===== config.mk =====
export PLATFORM = sky130hd
export DESIGN_NAME = huc6280_timer_irq_flat
export DESIGN_NICKNAME = d
export VERILOG_FILES = /design/src/rtl/huc6280_timer_irq_if.sv /design/src/rtl/huc6280_timer_irq.sv /design/src/flat_wrapper.sv
export SDC_FILE = /design/constraint.sdc
export NUM_CORES = 1
export LEC_CHECK = 0
export BUFFER_PORTS_ARGS = -buffer_cell sky130_fd_sc_hd__buf_4
export CORE_ASPECT_RATIO = 0.8
export CORE_UTILIZATION = 57
export CTS_CLUSTER_SIZE = 10
export DETAILED_ROUTE_END_ITERATION = 10
export GPL_ROUTABILITY_DRIVEN = 0
export PLACE_DENSITY = 0.89
export SETUP_SLACK_MARGIN = 0.02
export SLEW_MARGIN = 20
export SYNTH_ARGS = -nofsm -noshare
export SYNTH_HDL_FRONTEND = slang
export SYNTH_SLANG_ARGS = --single-unit

===== constraint.sdc =====
create_clock -name clk -period 6.1 [get_ports clk]
set_input_delay 0.305 -clock clk [delete_from_list [all_inputs] [get_ports clk]]
set_output_delay 0.305 -clock clk [all_outputs]
set_load 0.02 [all_outputs]

===== src/rtl/huc6280_timer_irq_if.sv =====
// CPU-side bus bundle for the HuC6280 timer/interrupt block.
// The master drives address, data and strobes; the slave answers with registered read data.
interface huc6280_timer_irq_if;
    logic        cs;
    logic [15:0] AB;
    logic [7:0]  DO;
    logic        WE;
    logic [7:0]  rdata;
    logic        rdata_valid;

    modport master (output cs, AB, DO, WE, input rdata, rdata_valid);
    modport slave  (input cs, AB, DO, WE, output rdata, rdata_valid);
endinterface


===== src/rtl/huc6280_timer_irq.sv =====
// HuC6280 interval timer plus IRQ controller: TIQ, IRQ1, IRQ2 sources, mask, and the CPU IRQ line.
// Read data is registered with one cycle of latency; the bus has no backpressure and every cycle is accepted.
module huc6280_timer_irq #(
    parameter int PRESCALE = 1024
) (
    input  logic                clk,
    input  logic                reset,
    huc6280_timer_irq_if.slave  bus,
    input  logic                irq1_n,
    input  logic                irq2_n,
    output logic                IRQ,
    output logic [2:0]          irq_src
);
    localparam int PW = $clog2(PRESCALE);
    localparam logic [PW-1:0] PRE_MAX = PW'(PRESCALE - 1);

    logic [6:0]    reload_q, reload_d;
    logic          en_q, en_d;
    logic [6:0]    counter_q, counter_d;
    logic [PW-1:0] prescaler_q, prescaler_d;
    logic [2:0]    mask_q, mask_d;
    logic          tiq_pend_q, tiq_pend_d;
    logic          irq1_s_q, irq1_s_d;
    logic          irq2_s_q, irq2_s_d;
    logic          irq_q, irq_d;
    logic [7:0]    rdata_q, rdata_d;
    logic          rdata_valid_q, rdata_valid_d;

    logic tmr_win, irq_win, rd;
    logic wr_reload, wr_ctrl, wr_mask, wr_ack;

    // Only AB[12:10] and AB[1:0] decode; the rest of the window aliases.
    logic unused_bits;
    assign unused_bits = ^{bus.AB[15:13], bus.AB[9:2], bus.DO[7]};

    assign tmr_win   = bus.cs && (bus.AB[12:10] == 3'b011);
    assign irq_win   = bus.cs && (bus.AB[12:10] == 3'b101);
    assign rd        = bus.cs && !bus.WE;
    assign wr_reload = tmr_win && bus.WE && !bus.AB[0];
    assign wr_ctrl   = tmr_win && bus.WE &&  bus.AB[0];
    assign wr_mask   = irq_win && bus.WE && (bus.AB[1:0] == 2'd2);
    assign wr_ack    = irq_win && bus.WE && (bus.AB[1:0] == 2'd3);

    assign irq_src   = {tiq_pend_q, irq1_s_q, irq2_s_q} & ~mask_q;

    always_comb begin
        reload_d    = wr_reload ? bus.DO[6:0] : reload_q;
        en_d        = wr_ctrl   ? bus.DO[0]   : en_q;
        mask_d      = wr_mask   ? bus.DO[2:0] : mask_q;
        counter_d   = counter_q;
        prescaler_d = prescaler_q;
        tiq_pend_d  = tiq_pend_q && !wr_ack;

        if (en_q) begin
            if (prescaler_q != '0) begin
                prescaler_d = prescaler_q - 1'b1;
            end else begin
                prescaler_d = PRE_MAX;
                if (counter_q != 7'd0) begin
                    counter_d = counter_q - 7'd1;
                end else begin
                    // Underflow beats a same-cycle ack.
                    counter_d  = reload_q;
                    tiq_pend_d = 1'b1;
                end
            end
        end else if (wr_ctrl && bus.DO[0]) begin
            counter_d   = reload_q;
            prescaler_d = PRE_MAX;
        end

        irq1_s_d = !irq1_n;
        irq2_s_d = !irq2_n;
        irq_d    = |irq_src;

        rdata_d = 8'h00;
        if (rd) begin
            if (tmr_win) begin
                rdata_d = bus.AB[0] ? {7'b0, en_q} : {1'b0, counter_q};
            end else if (irq_win) begin
                case (bus.AB[1:0])
                    2'd2:    rdata_d = {5'b0, mask_q};
                    2'd3:    rdata_d = {5'b0, tiq_pend_q, irq1_s_q, irq2_s_q};
                    default: rdata_d = 8'h00;
                endcase
            end
        end
        rdata_valid_d = rd;
    end

    always_ff @(posedge clk) begin
        if (reset) begin
            reload_q      <= 7'd0;
            en_q          <= 1'b0;
            counter_q     <= 7'd0;
            prescaler_q   <= PRE_MAX;
            mask_q        <= 3'd0;
            tiq_pend_q    <= 1'b0;
            irq1_s_q      <= 1'b0;
            irq2_s_q      <= 1'b0;
            irq_q         <= 1'b0;
            rdata_q       <= 8'h00;
            rdata_valid_q <= 1'b0;
        end else begin
            reload_q      <= reload_d;
            en_q          <= en_d;
            counter_q     <= counter_d;
            prescaler_q   <= prescaler_d;
            mask_q        <= mask_d;
            tiq_pend_q    <= tiq_pend_d;
            irq1_s_q      <= irq1_s_d;
            irq2_s_q      <= irq2_s_d;
            irq_q         <= irq_d;
            rdata_q       <= rdata_d;
            rdata_valid_q <= rdata_valid_d;
        end
    end

    assign IRQ             = irq_q;
    assign bus.rdata       = rdata_q;
    assign bus.rdata_valid = rdata_valid_q;
endmodule


===== src/flat_wrapper.sv =====
// flat-port wrapper written by rule: the top's interface ports become plain ports
module huc6280_timer_irq_flat 
#(
    parameter int PRESCALE = 1024
)
  (clk, reset, irq1_n, irq2_n, IRQ, irq_src, bus_cs, bus_AB, bus_DO, bus_WE, bus_rdata, bus_rdata_valid);
  huc6280_timer_irq_if bus_i ();
  input  logic clk;
  input  logic reset;
  input  logic irq1_n;
  input  logic irq2_n;
  output logic IRQ;
  output logic [2:0] irq_src;
  input wire logic [$bits(bus_i.cs)-1:0] bus_cs;
  input wire logic [$bits(bus_i.AB)-1:0] bus_AB;
  input wire logic [$bits(bus_i.DO)-1:0] bus_DO;
  input wire logic [$bits(bus_i.WE)-1:0] bus_WE;
  output wire logic [$bits(bus_i.rdata)-1:0] bus_rdata;
  output wire logic [$bits(bus_i.rdata_valid)-1:0] bus_rdata_valid;
  assign bus_i.cs = bus_cs;
  assign bus_i.AB = bus_AB;
  assign bus_i.DO = bus_DO;
  assign bus_i.WE = bus_WE;
  assign bus_rdata = bus_i.rdata;
  assign bus_rdata_valid = bus_i.rdata_valid;
  huc6280_timer_irq #(.PRESCALE(PRESCALE)) u_core (.clk(clk), .reset(reset), .bus(bus_i), .irq1_n(irq1_n), .irq2_n(irq2_n), .IRQ(IRQ), .irq_src(irq_src));
endmodule

==> out/summary.txt <==
Vias/cell: 5.71
Leakage: 0.000913 uW
Setup CP Type: reg -> reg
Post-DRT Antenna Nets: 0
Total grt overflow: 0
Synthesized area: 1850 um^2
Final Hold Vio Count: 0
First-pass GRT wire length: 5910 um
Adder-cell area share of the yosys netlist: 0.0203
Final setup violation count: 0
Fin Setup TNS: 0 ps
Die area: 3470 um^2
DRC errors left: 0
Fin Hold WS: 149 ps
WL final: 3730 um
H-Tree Level Count: 2
Xor and xnor fraction of the mapped netlist area: 0.00949
Max clock buf depth: 2
Vias after detailed routing: 1621
Post-Syn Nets: 247
Area added between synthesis and finish: 18.1%
CORE AREA: 3090 um^2
Hold buffers post-CTS: 0
Share of the synthesized area in the top cell type: 0.434
Count leader, synth: dfxtp_1
Drt wl/cell: 13.1 um
Crit end category: flop
Share of layout cells above drive strength 1: 0.184
I/O Pins: 43
Post-CTS Setup Inserts: 0
Ys flop type: dfxtp_1
Setup crit start kind: flop
Async SR Flop Fraction: 0
Crit path DAT: 2470 ps
Core Rows: 18
Max_slew headroom: 0.384
Crit path max fanout: 14
Largest family of logic cells by synthesized area: simple AND/OR/NAND/NOR gates
CTS tree: built
DR pass1 iterations: 4
FMAX: 446 MHz
Crit path time final: 2240 ps
Yosys top cell by area: dfxtp_1
Vias in the first global route: 1350
Ranking of synthesized cells by area: dfxtp_1 43%, mux2i_1 6.5%, nor2_1 5.9%
Die span in y: 52.9 um
Gate Count Post-Synth: 214
Post-synthesis mux area share: 0.0650
Initial Util: 0.599
Worst Skew: 10.9 ps
Post-synth EDFFs: 0
Initial antenna violation count: 0
Clk sinks: 40
Post-DP HPWL: 2680 um
Simple-gate share of the synthesized area: 0.270
I/O Buffers: 29
CTS resizes: 0
Status: completed
Final slew viol count: 0
DRT iter0 DRCs: 60
Power Dens Cells: 218 nW/um^2
Number of synthesized register bits: 40
Slew @ Worst Pin: 925 ps
Most frequent cells after synthesis: 40 x dfxtp_1, 29 x nor2_1, 17 x nand2_1
Share of the yosys chip area belonging to registers: 0.434
Max-cap violations: 0
Required time of the critical path: 6330 ps
Largest net degree at the start of global routing: 28
Root buf cell: clkbuf_8
Hold Crit Class: in -> reg
GRT Resource Usage Total: 0.232
Total Nets Final: 276
Die Wd: 65.6 um
Worst-Skew Late Latency: 290 ps
RSZ-0062 raised after global routing: false
Netlist cell types: 50
Layout Utilization: 0.707
Avg Cell Area, Syn: 8.63 um^2
Clock Pin Slew Worst Setup and Hold Paths: 80 ps
TritonCTS Buffers: 5
Diode count: 0
Worst VDD drop: 0.162 mV
Final period utilization: 0.367
Yosys warning count: 0
Synth Area in Compound Gates: 0.165
==> kinds of logic (layout without fill, tap and decap cells) <==
logic type                 after synthesis  count (layout)
AOI/OAI and AO/OA                       48              48
xor gates and xnor gates                 2               2
adders and majority gates                3               3
buffers and inverters                   16              46
DFF                                     40              40
muxes                                   12              12
other                                    1               1
and+or+nand+nor                         92              92
==> cell usage in the layout (no fill, tap or decap), types with 2 or more instances in the layout <==
master / count
a211oi_1: 3
a21o_1: 2
a21oi_1: 14
a221oi_1: 2
a32oi_1: 2
and2_1: 5
and3_1: 6
buf_4: 30
clkbuf_8: 6
clkinv_2: 2
dfxtp_1: 40
ha_1: 3
inv_1: 8
mux2i_1: 12
nand2_1: 17
nand3_1: 4
nor2_1: 29
nor2b_1: 4
nor3_1: 8
o211ai_1: 3
o21ai_0: 11
o31ai_1: 2
or2_2: 3
xnor2_1: 2
==> area by class of cell <==
class / instances / area [um^2]
clock inverters: 2 / 10.0
fillers: 242 / 905
repair buffers: 30 / 225
flip-flops and latches: 40 / 801
inverters: 8 / 30.0
multi-input cells: 158 / 982
well taps: 40 / 50.0
clock buffers: 6 / 82.6
==> layer usage <==
layer	GRT usage	up-vias	share of wire
li1	-	823	-
met1	0.312	751	0.50
met2	0.352	42	0.43
met3	0.0841	5	0.057
met4	0.0543	0	0.0094
met5	0	-	0
==> worst max-delay path, stage by stage (launching register included) <==
cell     delay, ps
dfxtp_1        370
inv_1           80
ha_1           220
nor2b_1        140
and4_1         210
a21oi_1        740
o21ai_0        230
a21oi_1        180
==> final timing paths <==
| kind | depth (start not counted) | slack [ps] | startpoint | endpoint |
|---|---|---|---|---|
| setup / recovery | 7 | 3860 | u_core.prescaler_q[0]$_SDFFE_PP1P_ | u_core.counter_q[3]$_SDFFE_PP0P_ |
| hold / removal | 2 | 150 | irq2_n | u_core.irq2_s_q$_SDFF_PP0_ |
| setup reg to reg | 7 | 3860 | u_core.prescaler_q[0]$_SDFFE_PP1P_ | u_core.counter_q[3]$_SDFFE_PP0P_ |
| hold reg to reg | 2 | 480 | u_core.irq1_s_q$_SDFF_PP0_ | u_core.bus.rdata[1]$_SDFF_PP0_ |
==> sequential cells by signal, indices dropped and copies added (netlist names) <==
signal                  cells
u_core.prescaler_q         10
u_core.counter_q            7
u_core.tiq_pend_q           1
u_core.irq2_s_q             1
u_core.reload_q             7
u_core.mask_q               3
u_core.irq1_s_q             1
u_core.bus.rdata_valid      1
u_core.bus.rdata            7
u_core.en_q                 1
u_core.IRQ                  1
==> metrics by stage <==
step | total power [uW] | area, um^2 | instances | setup slack (ps)
floorplan | 286 | 1850 | 214 | 4180
global placement | 301 | 2090 | 276 | 3910
detailed placement | 301 | 2090 | 276 | 3850
CTS | 480 | 2180 | 284 | 3840
global route | 494 | 2180 | 284 | 3640
finish | 475 | 2180 | 284 | 3860
==> power breakdown <==
| group | internal (uW) | switching [uW] |
|---|---|---|
| Clock | 90.2 | 89.2 |
| Combinational | 14.1 | 16.5 |
| Sequential | 264 | 1.20 |
(Power assumes the default switching activity.)
